--- src/rtl/send_arbiter_if.sv ---
// -----------------------------------------------------------------------------
// send_arbiter_if
// Purpose : bundles the two requester send/data/ack channels, the shared
//           outbound bus handshake and the arbiter status flags.
// Modports: master - arbiter view (drives acks, bus side, status)
//           slave  - environment view (drives requests, data, bus_ack)
// Signals : send1/data1/ack1, send2/data2/ack2   requester channels
//           bus_send/bus_data/bus_ack            shared outbound bus
//           bus_owner, busy, timeout_err         status
// -----------------------------------------------------------------------------
interface send_arbiter_if #(
  parameter int DATA_W = 16
);
  logic              send1;
  logic [DATA_W-1:0] data1;
  logic              ack1;
  logic              send2;
  logic [DATA_W-1:0] data2;
  logic              ack2;
  logic              bus_send;
  logic [DATA_W-1:0] bus_data;
  logic              bus_ack;
  logic              bus_owner;
  logic              busy;
  logic              timeout_err;

  modport master (
    input  send1, data1, send2, data2, bus_ack,
    output ack1, ack2, bus_send, bus_data, bus_owner, busy, timeout_err
  );

  modport slave (
    output send1, data1, send2, data2, bus_ack,
    input  ack1, ack2, bus_send, bus_data, bus_owner, busy, timeout_err
  );
endinterface

--- src/rtl/send_arbiter.sv ---
// -----------------------------------------------------------------------------
// send_arbiter
// Purpose : round-robin arbiter sharing one outbound 4-phase bus between two
//           4-phase send/ack requesters. The winning word is captured, driven
//           onto the bus, and the winner is acked once the consumer acks.
// Ports   : clk    - clock, all logic on posedge
//           rst_n  - synchronous active-low reset
//           arb    - send_arbiter_if.master (requester channels, bus, status)
// Params  : DATA_W      - word width
//           TIMEOUT_CYC - GRANT cycles without bus_ack before abort
// Option  : define ARB_TIMEOUT_EN to enable the GRANT timeout and the sticky
//           timeout_err flag; otherwise GRANT waits forever and timeout_err=0.
// -----------------------------------------------------------------------------
module send_arbiter #(
  parameter int DATA_W      = 16,
  parameter int TIMEOUT_CYC = 255
) (
  input  logic                  clk,
  input  logic                  rst_n,
  send_arbiter_if.master        arb
);

  typedef enum logic [1:0] {
    ST_IDLE    = 2'd0,
    ST_GRANT   = 2'd1,
    ST_RELEASE = 2'd2
  } state_t;

  // Elaboration-time guard on the timeout range (counter is 16 bits wide).
  if (TIMEOUT_CYC < 1 || TIMEOUT_CYC > 65535) begin : g_bad_timeout
    $error("send_arbiter: TIMEOUT_CYC out of range 1..65535");
  end

  state_t            state_q, state_d;
  logic              owner_q, owner_d;        // 0 = requester 1, 1 = requester 2
  logic              last_grant_q, last_grant_d;
  logic [DATA_W-1:0] cap_q, cap_d;            // captured word of the current winner
  logic              bus_send_q, bus_send_d;
  logic [DATA_W-1:0] bus_data_q, bus_data_d;
  logic              ack1_q, ack1_d;
  logic              ack2_q, ack2_d;
  logic              busy_q, busy_d;

`ifdef ARB_TIMEOUT_EN
  localparam logic [15:0] TO_LIMIT = 16'(TIMEOUT_CYC);
  logic [15:0]       cnt_q, cnt_d;
  logic              terr_q, terr_d;
`endif

  logic              grant_2;     // IDLE arbitration result
  logic              owner_send;  // send line of the current owner

  // Next-state and registered-output computation.
  always_comb begin
    state_d      = state_q;
    owner_d      = owner_q;
    last_grant_d = last_grant_q;
    cap_d        = cap_q;
    bus_send_d   = bus_send_q;
    bus_data_d   = bus_data_q;
    ack1_d       = ack1_q;
    ack2_d       = ack2_q;
    busy_d       = busy_q;
    grant_2      = 1'b0;
    owner_send   = owner_q ? arb.send2 : arb.send1;
`ifdef ARB_TIMEOUT_EN
    cnt_d        = cnt_q;
    terr_d       = terr_q;
`endif

    case (state_q)
      ST_IDLE: begin
        // Requester 2 wins when alone, or on a tie when requester 1 went last.
        grant_2 = arb.send2 & (~arb.send1 | ~last_grant_q);
        if (arb.send1 || arb.send2) begin
          owner_d      = grant_2;
          last_grant_d = grant_2;
          cap_d        = grant_2 ? arb.data2 : arb.data1;
          bus_data_d   = grant_2 ? arb.data2 : arb.data1;
          bus_send_d   = 1'b1;
          busy_d       = 1'b1;
          state_d      = ST_GRANT;
`ifdef ARB_TIMEOUT_EN
          cnt_d        = 16'd0;
`endif
        end else begin
          state_d = ST_IDLE;
        end
      end

      ST_GRANT: begin
        // The requester's send is not consulted here: a dropped send still
        // completes with the captured word.
        bus_data_d = cap_q;
        if (arb.bus_ack) begin
          bus_send_d = 1'b0;
          bus_data_d = {DATA_W{1'b0}};
          ack1_d     = ~owner_q;
          ack2_d     = owner_q;
          state_d    = ST_RELEASE;
        end else begin
`ifdef ARB_TIMEOUT_EN
          cnt_d = cnt_q + 16'd1;
          if (cnt_d == TO_LIMIT) begin
            // Abort: release the requester as if the transfer completed.
            bus_send_d = 1'b0;
            bus_data_d = {DATA_W{1'b0}};
            ack1_d     = ~owner_q;
            ack2_d     = owner_q;
            terr_d     = 1'b1;
            state_d    = ST_RELEASE;
          end else begin
            state_d = ST_GRANT;
          end
`else
          state_d = ST_GRANT;
`endif
        end
      end

      ST_RELEASE: begin
        // Both sides must have returned to zero before the ack is withdrawn.
        if (!owner_send && !arb.bus_ack) begin
          ack1_d  = 1'b0;
          ack2_d  = 1'b0;
          busy_d  = 1'b0;
          state_d = ST_IDLE;
        end else begin
          state_d = ST_RELEASE;
        end
      end

      default: begin
        state_d    = ST_IDLE;
        bus_send_d = 1'b0;
        bus_data_d = {DATA_W{1'b0}};
        ack1_d     = 1'b0;
        ack2_d     = 1'b0;
        busy_d     = 1'b0;
      end
    endcase
  end

  // State and output registers with synchronous active-low reset.
  always_ff @(posedge clk) begin
    if (!rst_n) begin
      state_q      <= ST_IDLE;
      owner_q      <= 1'b0;
      last_grant_q <= 1'b1;  // requester 1 wins the first tie
      cap_q        <= {DATA_W{1'b0}};
      bus_send_q   <= 1'b0;
      bus_data_q   <= {DATA_W{1'b0}};
      ack1_q       <= 1'b0;
      ack2_q       <= 1'b0;
      busy_q       <= 1'b0;
`ifdef ARB_TIMEOUT_EN
      cnt_q        <= 16'd0;
      terr_q       <= 1'b0;
`endif
    end else begin
      state_q      <= state_d;
      owner_q      <= owner_d;
      last_grant_q <= last_grant_d;
      cap_q        <= cap_d;
      bus_send_q   <= bus_send_d;
      bus_data_q   <= bus_data_d;
      ack1_q       <= ack1_d;
      ack2_q       <= ack2_d;
      busy_q       <= busy_d;
`ifdef ARB_TIMEOUT_EN
      cnt_q        <= cnt_d;
      terr_q       <= terr_d;
`endif
    end
  end

  assign arb.ack1      = ack1_q;
  assign arb.ack2      = ack2_q;
  assign arb.bus_send  = bus_send_q;
  assign arb.bus_data  = bus_data_q;
  assign arb.bus_owner = owner_q;
  assign arb.busy      = busy_q;
`ifdef ARB_TIMEOUT_EN
  assign arb.timeout_err = terr_q;
`else
  assign arb.timeout_err = 1'b0;
`endif

endmodule

--- src/flat_wrapper.sv ---
// flat-port wrapper written by rule: the top's interface ports become plain ports
module send_arbiter_flat 
#(
  parameter int DATA_W      = 16,
  parameter int TIMEOUT_CYC = 255
)
  (clk, rst_n, arb_send1, arb_data1, arb_send2, arb_data2, arb_bus_ack, arb_ack1, arb_ack2, arb_bus_send, arb_bus_data, arb_bus_owner, arb_busy, arb_timeout_err);
  send_arbiter_if #(.DATA_W(DATA_W)) arb_i ();
  input  logic clk;
  input  logic rst_n;
  input wire logic [$bits(arb_i.send1)-1:0] arb_send1;
  input wire logic [$bits(arb_i.data1)-1:0] arb_data1;
  input wire logic [$bits(arb_i.send2)-1:0] arb_send2;
  input wire logic [$bits(arb_i.data2)-1:0] arb_data2;
  input wire logic [$bits(arb_i.bus_ack)-1:0] arb_bus_ack;
  output wire logic [$bits(arb_i.ack1)-1:0] arb_ack1;
  output wire logic [$bits(arb_i.ack2)-1:0] arb_ack2;
  output wire logic [$bits(arb_i.bus_send)-1:0] arb_bus_send;
  output wire logic [$bits(arb_i.bus_data)-1:0] arb_bus_data;
  output wire logic [$bits(arb_i.bus_owner)-1:0] arb_bus_owner;
  output wire logic [$bits(arb_i.busy)-1:0] arb_busy;
  output wire logic [$bits(arb_i.timeout_err)-1:0] arb_timeout_err;
  assign arb_i.send1 = arb_send1;
  assign arb_i.data1 = arb_data1;
  assign arb_i.send2 = arb_send2;
  assign arb_i.data2 = arb_data2;
  assign arb_i.bus_ack = arb_bus_ack;
  assign arb_ack1 = arb_i.ack1;
  assign arb_ack2 = arb_i.ack2;
  assign arb_bus_send = arb_i.bus_send;
  assign arb_bus_data = arb_i.bus_data;
  assign arb_bus_owner = arb_i.bus_owner;
  assign arb_busy = arb_i.busy;
  assign arb_timeout_err = arb_i.timeout_err;
  send_arbiter #(.DATA_W(DATA_W), .TIMEOUT_CYC(TIMEOUT_CYC)) u_core (.clk(clk), .rst_n(rst_n), .arb(arb_i));
endmodule
--- config.mk ---
export PLATFORM = sky130hd
export DESIGN_NAME = send_arbiter_flat
export DESIGN_NICKNAME = d
export VERILOG_FILES = /design/src/rtl/send_arbiter_if.sv /design/src/rtl/send_arbiter.sv /design/src/flat_wrapper.sv
export SDC_FILE = /design/constraint.sdc
export NUM_CORES = 1
export LEC_CHECK = 0
export CORE_UTILIZATION = 49
export DETAILED_ROUTE_END_ITERATION = 16
export PLACE_DENSITY = 0.85
export SLEW_MARGIN = 30
export SYNTH_ARGS = -nofsm -noshare
export SYNTH_HDL_FRONTEND = slang
export SYNTH_SLANG_ARGS = --single-unit
--- constraint.sdc ---
create_clock -name clk -period 3 [get_ports clk]
set_input_delay 0.3 -clock clk [delete_from_list [all_inputs] [get_ports clk]]
set_output_delay 0.3 -clock clk [all_outputs]
set_load 0.03 [all_outputs]
* After elaboration in Yosys (flattened, before gate mapping)
Index checks and enable logic that the tools add are counted.
** Operators by class
- Eq/ne operators :: 5
- Muxes and demuxes :: 18
- Bitwise operators :: 8
- Reduce and logical (&&, ||, !) cells :: 10
** Operator list (count)
- 16-bit two-way mux :: 3
- 16-bit case mux with 3 select lines :: 1
- 1-bit case mux with 3 select lines :: 4
- 3-bit AND reduction :: 3
- 1-bit two-way mux :: 7
- 1-bit inverter :: 6
- 2-bit case mux with 3 select lines :: 1
- 2-bit two-way mux :: 2
- 2-bit by 1-bit inequality test with 1-bit output (second input constant) :: 2
- 2-bit AND reduction :: 2
- 2-bit by 1-bit == test with 1-bit output (second input constant) :: 1
- 2-bit == test (second input constant) :: 1
- 1-bit logical NOT :: 2
- 2-bit logical NOT :: 1
- 2-bit inequality test (second input constant) :: 1
- 1-bit bitwise AND :: 1
- 1-bit logical AND :: 1
- 1-bit logical OR :: 1
- 1-bit OR :: 1
** Storage, ports and cells
- Bits in registers :: 40
- Input port bits :: 37
- Output and inout bits :: 22
- Word-level logic and storage cells :: 50

* Longest topological paths before layout
- Depth in word-level cells :: 6
- Depth in mapped cells :: 6
- Gate-level depth less buffers :: 3

* Worst setup path before layout
No wires, ideal clock.
- Path type :: reg2reg
- Start :: reg u_core.owner_q (netlist: u_core.arb.bus_owner)
- End :: reg u_core.state_q[1]
- Setup time :: 133 ps
- Data arrival time :: 1220 ps
- Data required time :: 2867 ps
- Setup slack :: 1647 ps
- Stages on the path, launching flop included :: 4
- Path buffers :: 0
- Period minus slack after synthesis :: 1353 ps
- Path through :: dfxtp_1 mux2_2 o21bai_1 o22ai_1
** On the way
- Word-level cells in the longest chain between the ends :: 5
** Ends and longest elaborated chain
- start, declared :: line send_arbiter.sv:35 : logic owner_q, owner_d;
- start signal, assigned :: line send_arbiter.sv:162 : owner_q <= owner_d;
- 1-bit two-way mux :: line send_arbiter.sv:65 : owner_send = owner_q ? arb.send2 : arb.send1;
- 1-bit logical NOT :: line send_arbiter.sv:123 : if (!owner_send && !arb.bus_ack) begin
- 1-bit logical AND :: line send_arbiter.sv:123
- 2-bit two-way mux :: line send_arbiter.sv:123
- 2-bit case mux with 3 select lines :: line send_arbiter.sv:71 : case (state_q)
- end signal, assigned :: line send_arbiter.sv:161 : state_q <= state_d;
- end, declared :: line send_arbiter.sv:34 : state_t state_q, state_d;
Every way passes these cells.
A chain may end at the register's enable or synchronous reset.

* Final worst setup path
- Start :: in arb_send2
- End :: reg u_core.cap_q[6]
** On the way
- Word-level cells in the longest chain between the ends :: 2
- Elaborated cells on any way between the ends :: 4
- Classes of those cells :: mux: 1; bitwise: 1; reduce/logical: 2
** Ends and longest elaborated chain
- start, declared :: line flat_wrapper.sv:13 : input wire logic [$bits(arb_i.send2)-1:0] arb_send2;
- 1-bit bitwise AND / 1-bit logical OR (equally long branches) :: line send_arbiter.sv:74, send_arbiter.sv:75
- 16-bit two-way mux / 2-bit AND reduction (equally long branches)
- end signal, assigned :: line send_arbiter.sv:150 : cap_q <= {DATA_W{1'b0}};
- end signal, assigned :: line send_arbiter.sv:164 : cap_q <= cap_d;
- end, declared :: line send_arbiter.sv:37 : logic [DATA_W-1:0] cap_q, cap_d;
Parallel ways exist; a longest one is shown, timed or not.

==> impl_metrics.toml <==
[status]
outcome = "finished, final reports clean"

[critical_path]
reg2regPathDepth = 4
worstPathRequired_ns = 3.21
critPathMaxStageDelay_ns = 0.57
ff2ff_setup_slack_ns = 1.22
cp-end-kind = "flop"
path_buf_inv = 2
r2r_end = "u_core.cap_q[6]$_SDFFE_PN0P_"
path_delay_family = "buffers and inverters"
path_max_fanout = 10
cp-startpoint = "arb_send2"
startpoint_type = "primary input"
cp_num_cells = 5
endpoint = "u_core.cap_q[6]$_SDFFE_PN0P_"
cpMaxStageDelayCell = "clkdlybuf4s50_1"
worstSetupPathType = "primary input to flop"
reg2reg_from = "u_core.last_grant_q$_SDFFE_PN1P_"
worstPathCellList = "clkdlybuf4s50_1, a21boi_2, buf_4, mux2i_1, a211oi_2"
cp.arrival_ns = 2.22

[routing]
wl_per_cell_um = 17.2
wl_um = 4690
drtIter0Drc = 108
avgViaCountPerCell = 6.00
route.detailed.drc = 0
vias = 1637
antenna_left = 0
firstDrtPassIters = 4

[layout]
regArea_sq_um = 801
nNetsFinal = 263
multi_input_area_sq_um = 880
layout-drive-gt1-share_pct = 12.8
syn_to_final_growth_pct = 35.9
nFillCells = 265
antenna_cells = 0

[clock_network]
clkLatencyLatePin_ns = 0.35
ctsResizeCount = 0
root_buffer = "clkbuf_4"
cts_max_path_buffers = 2
cts_buffers = 5
cts_setup_buffers = 0
holdBufCountCts = 0
clkTransAtPathRegs_ns = 0.12
cts-htree-levels = 2
tritoncts = "yes"
clock-sinks = 40

[yosys]
ys_ff_latch = 40
yosysSeqAreaShare_pct = 44.5
synth_nets = 214
ys_types = 33
syn_avg_cell_area_sq_um = 10.2
synthesis.area_sq_um = 1800
synth_cells = 177
yosys_warnings = 0

[sta]
slew_headroom_pct = 44.1
rsz0062_at_grt = "no"
tns_ns = 0
setup_ws_ns = 0.999
min_period_ns = 2.00
fin_skew_ns = 0.0122
fin_crit_sh_pct = 66.7
finalSetupViolations = 0
max_freq_ghz = 0.500
hold_ws_ns = 0.476
max_slew.worst_pin.slew_ns = 0.837
maxSlewViolCount = 0
hold_viol = 0

[power_and_ir_drop]
p_comb_share_pct = 25.6
p_clk_share_pct = 29.0
switching_share_pct = 29.8
p_seq_share_pct = 45.4
p_leak_uw = 0.000878
switchingPower_uw = 412
ir_drop_mv = 0.351
power.density_nw_per_um2 = 566
internal-power_uw = 971

[global_route]
grt_pass1_wl_um = 7930
grt_pass1_vias = 1708
antenna_found_initial = 0
grtUsageTotal_pct = 25.9
overflow = 0
grt_max_degree = 21

[flow_run]
maxCapViolations = 0

[placement]
pre_cts_ws_ns = 0.622
port_buffers = 57
place.gp.congestion = 0.842
hpwl_um = 3300

[die]
pin_count = 59
dieArea_sq_um = 3920
rows = 21
core_sq_um = 3420
die_h_um = 62.6
start_util_pct = 52.7
die_w_um = 62.6

[hold_path]
hold_class = "flop to flop"
[registers in the layout, indices dropped and copies added, names as in the netlist]
signal and count:
u_core.state_q 2, u_core.arb.ack2 1, u_core.arb.bus_owner 1, u_core.arb.bus_send 1, u_core.arb.bus_data 16, u_core.arb.ack1 1
u_core.arb.busy 1, u_core.last_grant_q 1, u_core.cap_q 16
[cell type report]
type / count / share of cell area, %
Clock buffer: 7 / 2.66
Sequential cell: 40 / 32.8
Clock inverter: 1 / 1.23
Timing Repair Buffer: 62 / 24.9
Multi-Input combinational cell: 116 / 36.0
Inverter: 1 / 0.154
Tap cell: 46 / 2.35
[cell usage after synthesis]
library cell,count,share of area [%]
a2111oi_0,1,0.49
a211oi_1,7,2.9
a211oi_2,10,7.0
a21boi_1,1,0.42
a21oi_1,19,5.3
a32oi_1,17,8.3
and2_4,1,0.49
and4b_1,1,0.56
buf_1,1,0.21
buf_12,1,1.1
buf_2,4,1.1
buf_4,5,2.1
buf_6,3,1.9
clkbuf_1,6,1.3
conb_1,1,0.21
dfxtp_1,40,45
inv_1,1,0.21
mux2_2,1,0.63
mux2i_1,16,8.9
nand2_1,4,0.83
nand3_1,1,0.28
nand3b_1,1,0.42
nor2_1,6,1.3
nor2b_1,1,0.35
nor4bb_1,2,1.1
o211a_1,1,0.56
o211ai_1,1,0.42
o21ai_0,10,2.8
o21ai_1,9,2.5
o21bai_1,2,0.83
o22ai_1,1,0.35
or2_1,1,0.35
or3b_2,1,0.49
[stage by stage]
stage | cells | instance area [sq um] | util [%] | power (uW)
after floorplan | 177 | 1800 | - | 858
after detailed placement | 265 | 2350 | 68.8 | 991
after global routing | 273 | 2440 | 71.6 | 1430
after CTS | 273 | 2440 | 71.6 | 1380
after global placement | 265 | 2350 | 68.7 | 974
final | 273 | 2440 | 71.6 | 1380
[cells by family (layout without fill, tap and decap cells)]
logic type / after synthesis / count (layout) / synth area share (%)
AOI/OAI and AO/OA: 79 / 79 / 31.8
DFF: 40 / 40 / 44.5
buffers and inverters: 21 / 71 / 7.86
and+or+nand+nor: 19 / 19 / 6.12
muxes: 17 / 17 / 9.53
other: 1 / 1 / 0.208
[cell usage in the layout, fill, tap and decap left out, types with 2 or more instances in the layout]
cell type / Yosys / layout
o21ai_0: 10 / 10
buf_4: 5 / 5
o21ai_1: 9 / 9
a211oi_2: 10 / 10
clkbuf_4: 0 / 5
clkbuf_8: 0 / 2
a32oi_1: 17 / 17
mux2i_1: 16 / 16
a21oi_1: 19 / 19
dfxtp_1: 40 / 40
a211oi_1: 7 / 7
nor2_1: 6 / 6
nand2_1: 4 / 4
clkdlybuf4s50_1: 0 / 57
[worst reg2reg max path, stage by stage (launching register included)]
cell and delay [ns]:
dfxtp_1 0.36, a21boi_2 0.50, buf_4 0.33, mux2i_1 0.35
a211oi_2 0.12
[worst min-delay path by stage]
stage | slack [ns] | startpoint | to | cells after the start
after floorplan | 0.42 | arb_bus_ack | u_core.state_q[0]$_SDFF_PN0_ | 1
after global placement | 0.44 | u_core.cap_q[0]$_SDFFE_PN0P_ | u_core.arb.bus_data[0]$_SDFFE_PN0P_ | 2
after detailed placement | 0.47 | u_core.cap_q[7]$_SDFFE_PN0P_ | u_core.arb.bus_data[7]$_SDFFE_PN0P_ | 2
after CTS | 0.49 | u_core.cap_q[7]$_SDFFE_PN0P_ | u_core.arb.bus_data[7]$_SDFFE_PN0P_ | 2
after global routing | 0.53 | u_core.cap_q[14]$_SDFFE_PN0P_ | u_core.arb.bus_data[14]$_SDFFE_PN0P_ | 2
final | 0.48 | u_core.cap_q[7]$_SDFFE_PN0P_ | u_core.arb.bus_data[7]$_SDFFE_PN0P_ | 2
[per-layer routing]
layer / vias to the layer above / track usage, % / share of wire [%]
li1: 775 / - / -
met1: 789 / 30.3 / 42
met2: 64 / 45.4 / 51
met3: 9 / 4.74 / 6.3
met4: 0 / 11.9 / 1.6
met5: - / 0 / 0
[power by group through the flow]
| stage | Combinational [uW] | Clock (uW) | Sequential, uW |
|---|---|---|---|
| 6_report | 354 | 401 | 628 |
| 5_1_grt | 378 | 421 | 635 |
| 4_1_cts | 354 | 395 | 628 |
| 3_5_place_dp | 352 | 0 | 639 |
| 3_3_place_gp | 339 | 0 | 635 |
| 2_1_floorplan | 179 | 0 | 679 |
(Power assumes the default switching activity.)
==> variant 1, RTL diff (same flow settings) <==
`DATA_W` is set to 16 in 3 places; all go to 24.
--- a/src/rtl/send_arbiter_if.sv
+++ b/src/rtl/send_arbiter_if.sv
@@ -10,5 +10,5 @@
 // -----------------------------------------------------------------------------
 interface send_arbiter_if #(
-  parameter int DATA_W = 16
+  parameter int DATA_W = 24
 );
   logic              send1;
--- a/src/rtl/send_arbiter.sv
+++ b/src/rtl/send_arbiter.sv
@@ -13,5 +13,5 @@
 // -----------------------------------------------------------------------------
 module send_arbiter #(
-  parameter int DATA_W      = 16,
+  parameter int DATA_W      = 24,
   parameter int TIMEOUT_CYC = 255
 ) (
--- a/src/flat_wrapper.sv
+++ b/src/flat_wrapper.sv
@@ -2,5 +2,5 @@
 module send_arbiter_flat 
 #(
-  parameter int DATA_W      = 16,
+  parameter int DATA_W      = 24,
   parameter int TIMEOUT_CYC = 255
 )
Ports: changed (resized arb_bus_data, arb_data1 and arb_data2); port bits go from 59 to 83. The function was not compared with the original's and may differ.
==> variant 1 against the unedited design <==
Global-route usage fell by 2.0 points. Final area rose by 64%. Wire length rose by 65%. Count of clock-buffer cells in the layout fell by 1. Synthesized area rose by 76%. Sequential cell count rose by 16. Worst setup slack improved by 0.026 ns. Power rose by 40%. Sequential share of layout area fell by 4.7 points. Utilization fell by 5.5 points. Critical endpoint is now u_core.arb.bus_data[3]. Largest cell class unchanged. Largest power group unchanged. Highest routed layer unchanged.
==> variant 1: results (changes against the unedited design) <==
set qor(numPortBuffers) 81 ;# +42%
set qor(ctsResizeCount) 0 ;# unchanged
set qor(grt_first_pass_wirelength_um) 12600 ;# +58%
set qor(critical_path.max_stage_delay_ns) 0.50 ;# -0.07 ns
set qor(dp_worst_slack_ns) 0.702 ;# +0.0802 ns
set qor(worstPathArrival_ns) 2.15 ;# -0.07 ns
set qor(timing.clock.skew_ns) 0.00455 ;# -0.00769 ns
set qor(status) {completed}
set qor(final_cells) 463 ;# +70%
set qor(later_pin_clock_latency_in_the_skew_report_ns) 0.30 ;# -0.05 ns
set qor(final_layout_size_suffix_gt1_share_pct) 11.9 ;# -0.92 points
set qor(syn_inst) 330 ;# +86%
set qor(clk_pin_slew_worst_paths_ns) 0.09 ;# -0.03 ns
set qor(fin_area_sq_um) 4010 ;# +64%
set qor(drt-initial-drc-count) 194 ;# +80%
set qor(globalRouteTotalUtil_pct) 23.9 ;# -2.0 points
set qor(detail_route.vias_per_cell) 6.03 ;# +0.57%
set qor(vdd.ir_drop.worst_mv) 0.280 ;# -20%
set qor(critical_path.slowest_cell) {sky130_fd_sc_hd__clkdlybuf4s50_1}
set qor(static-leakage-power_nw) 1.40 ;# +59%
set qor(maximum_number_of_pins_on_one_net_before_global_route_repair) 38 ;# +81%
set qor(gpl.final_weighted_congestion) 0.807 ;# -4.1%
set qor(vias_in_the_first_global_route) 2746 ;# +61%
set qor(nFillCells) 506 ;# +91%
set qor(synth.yosys.seq_area_share_pct) 35.4 ;# -9.1 points
set qor(place_area_sq_um) 3930 ;# +67%
set qor(final_net_count) 441 ;# +68%
set qor(dp_hpwl_um) 5350 ;# +62%
set qor(syn_nets) 383 ;# +79%
set qor(synth-async-reset-ratio_pct) 0 ;# unchanged
set qor(timing_worst_slew_pin_value_ns) 0.812 ;# -0.0255 ns
set qor(htree_levels) 2 ;# unchanged
set qor(netlist_top_cells_count) {56 x sky130_fd_sc_hd__dfxtp_1, 48 x sky130_fd_sc_hd__nor3b_1, 47 x sky130_fd_sc_hd__nand2_1}
set qor(synthTopCellsByArea) {sky130_fd_sc_hd__dfxtp_1 35%, sky130_fd_sc_hd__nor3b_1 11%, sky130_fd_sc_hd__a221oi_2 9.5%}
set qor(critical_path.max_fanout) 15 ;# +5
set qor(wl_per_cell_um) 16.7 ;# -2.5%
set qor(synth_cell_type_count) 39 ;# +18%
set qor(clk_root_buffer_cell) {sky130_fd_sc_hd__clkbuf_8}
-- variant 1: cell count changes in the layout (fill, tap and decap cells not counted), moves of 10 or more --
cell	change
sky130_fd_sc_hd__a211oi_2	-10
sky130_fd_sc_hd__a221oi_2	+20
sky130_fd_sc_hd__clkdlybuf4s50_1	+24
sky130_fd_sc_hd__dfxtp_1	+14
sky130_fd_sc_hd__nand2_1	+43
sky130_fd_sc_hd__nor3b_1	+48
sky130_fd_sc_hd__o2bb2ai_1	+15
-- variant 1: stage by stage --
step	total power [mW]	hold slack (ns)
floorplan	1.34	0.389
CTS	1.94	0.475
finish	1.93	0.470
global route	2.03	0.489
detailed placement	1.56	0.451
global placement	1.54	0.445
-- variant 1: cell type report --
type	instances	area share [%]
clock buffers	6	1.81
clock inverters	1	0.125
inverters	2	0.187
multi-input cells	233	45.5
flip-flops and latches	56	28.1
well taps	75	2.34
repair buffers	90	21.9
-- variant 1: cells by family (layout without fill, tap and decap cells) --
| kind of cell | Yosys count | after routing | synth area share, % |
|---|---|---|---|
| AND/OR/NAND/NOR | 108 | 108 | 19.9 |
| multiplexers | 25 | 25 | 7.94 |
| buffers and inverters | 41 | 99 | 7.03 |
| AO/OA/AOI/OAI | 99 | 99 | 29.6 |
| other | 1 | 1 | 0.118 |
| flip-flops | 56 | 56 | 35.4 |
-- variant 1: where the power goes --
group	leakage [nW]	switching [mW]	total, mW	internal [mW]
Sequential	0.463	0.0798	0.907	0.828
Combinational	0.892	0.349	0.637	0.288
Clock	0.0410	0.228	0.388	0.160
-- variant 1: final timing paths --
check | from | endpoint | slack [ns] | depth (start not counted)
worst min register to register | u_core.cap_q[6] | u_core.cap_q[6] | 0.47 | 1
worst min-delay path | u_core.cap_q[6] | u_core.cap_q[6] | 0.47 | 1
worst max-delay path | arb_send2 | u_core.arb.bus_data[3] | 1.02 | 5
worst max register to register | u_core.state_q[1] | u_core.cap_q[23] | 1.05 | 3
-- variant 1: metal layers --
layer | vias to the layer above | global-route usage (%) | wire length (um)
met5 | - | 0 | 0
li1 | 1388 | - | -
met4 | 0 | 5.61 | 57
met1 | 1301 | 30.4 | 3430
met3 | 6 | 4.29 | 565
met2 | 97 | 41.7 | 3690
-- variant 1: worst reg2reg max path: cells and delay by family, from the launching register on --
family	cells	cell delay, ns
AO/OA/AOI/OAI	2	0.80
AND/OR/NAND/NOR	1	0.31
flip-flops	1	0.77
==> variant 2, RTL diff (same settings) <==
Made on the original files. Re-encode `state_t` (3 states) as one-hot, 3 bits wide.
--- a/src/rtl/send_arbiter.sv
+++ b/src/rtl/send_arbiter.sv
@@ -21,8 +21,8 @@
 );
 
-  typedef enum logic [1:0] {
-    ST_IDLE    = 2'd0,
-    ST_GRANT   = 2'd1,
-    ST_RELEASE = 2'd2
+  typedef enum logic [2:0] {
+    ST_IDLE    = 3'b001,
+    ST_GRANT   = 3'b010,
+    ST_RELEASE = 3'b100
   } state_t;
 
Check against the original RTL: same outputs for any inputs over 10 cycles, from zero or initial values and one cycle with rst_n low; not proved beyond that.
==> variant 2 against the unedited design <==
Via count decreased by 6.4%. Sequential cell count grew 1. Sequential share of layout area rose by 1.1 points. Final area down 0.77%. Wire length is 17% lower. Final cell count increased by 3.7%. Worst setup slack gained 0.11 ns. Register-to-register slack worse by 0.08 ns. Power is 7.4% lower. Synthesized area down 1.2%.
==> variant 2: results (changes against the unedited design) <==
set qor(hold-worst-slack_ns) 0.486 ;# +0.00974 ns
set qor(switching_share_pct) 29.7 ;# -0.079 points
set qor(cell_internal_pwr_mw) 0.900 ;# -7.3%
set qor(fin_ws_ns) 1.11 ;# +0.112 ns
set qor(globalRouteMet3Util_pct) 5.70 ;# +0.95 points
set qor(routed_wl_um) 3890 ;# -17%
set qor(final_layout_size_suffix_gt1_share_pct) 9.28 ;# -3.5 points
set qor(nFillCells) 280 ;# +5.7%
set qor(status) {completed}
set qor(critical_path.max_stage_delay_ns) 0.72 ;# +0.15 ns
set qor(r2r_end) {u_core.arb.bus_data[9]}
set qor(setup.worst_path.start) {rst_n}
set qor(final_cells) 283 ;# +3.7%
set qor(hold-path-endpoint) {u_core.arb.ack1}
set qor(netlist_top_cells_count) {41 x sky130_fd_sc_hd__dfxtp_1, 22 x sky130_fd_sc_hd__a21oi_1, 20 x sky130_fd_sc_hd__o21ai_0}
set qor(proportion_of_power_drawn_by_the_clock_network_pct) 24.0 ;# -5.0 points
set qor(dp_hpwl_um) 2790 ;# -15%
set qor(sequential_cell_area_sq_um) 821 ;# +2.5%
set qor(syn_inst) 181 ;# +2.3%
set qor(timing.clock.skew_ns) 0.00733 ;# -0.00492 ns
set qor(route.met3.wl_um) 198 ;# -33%
set qor(wl_met1_um) 1760 ;# -9.5%
set qor(worstPathArrival_ns) 2.18 ;# -0.04 ns
set qor(worstHoldStart) {u_core.arb.ack1}
set qor(maximum_number_of_pins_on_one_net_before_global_route_repair) 19 ;# -9.5%
set qor(timing.critical_path.max_delay_family) {simple AND/OR/NAND/NOR gates}
set qor(place_area_sq_um) 2360 ;# +0.27%
set qor(grtUsageMet2_pct) 35.9 ;# -9.5 points
set qor(dp_worst_slack_ns) 0.746 ;# +0.124 ns
set qor(rr_startpoint) {u_core.state_q[2]}
set qor(grt_first_pass_wirelength_um) 6520 ;# -18%
-- variant 2: cell count changes after synthesis, sizes merged, moves of 3 or more --
| cell | unedited run | this run |
|---|---|---|
| nor3b | 0 | 3 |
| a21boi | 1 | 4 |
| a21oi | 19 | 22 |
| buf | 14 | 9 |
| nor2 | 6 | 18 |
| a211oi | 17 | 0 |
| a221o | 0 | 16 |
| nand2b | 0 | 4 |
| a32oi | 17 | 1 |
-- variant 2: layout make-up --
| type | count | area share, % |
|---|---|---|
| Multi-Input combinational cell | 126 | 36.0 |
| Sequential cell | 41 | 33.8 |
| Timing Repair Buffer | 61 | 24.8 |
| Clock buffer | 7 | 2.68 |
| Tap cell | 46 | 2.37 |
| Clock inverter | 1 | 0.206 |
| Inverter | 1 | 0.155 |
-- variant 2: kinds of logic (layout without fill, tap and decap cells) --
family	count (synthesis)	in the layout	synth area share, %
buffers and inverters	14	70	5.28
DFF	41	41	46.2
AOI/OAI and AO/OA	68	68	25.4
muxes	17	17	9.64
other	1	1	0.211
and+or+nand+nor	40	40	13.3
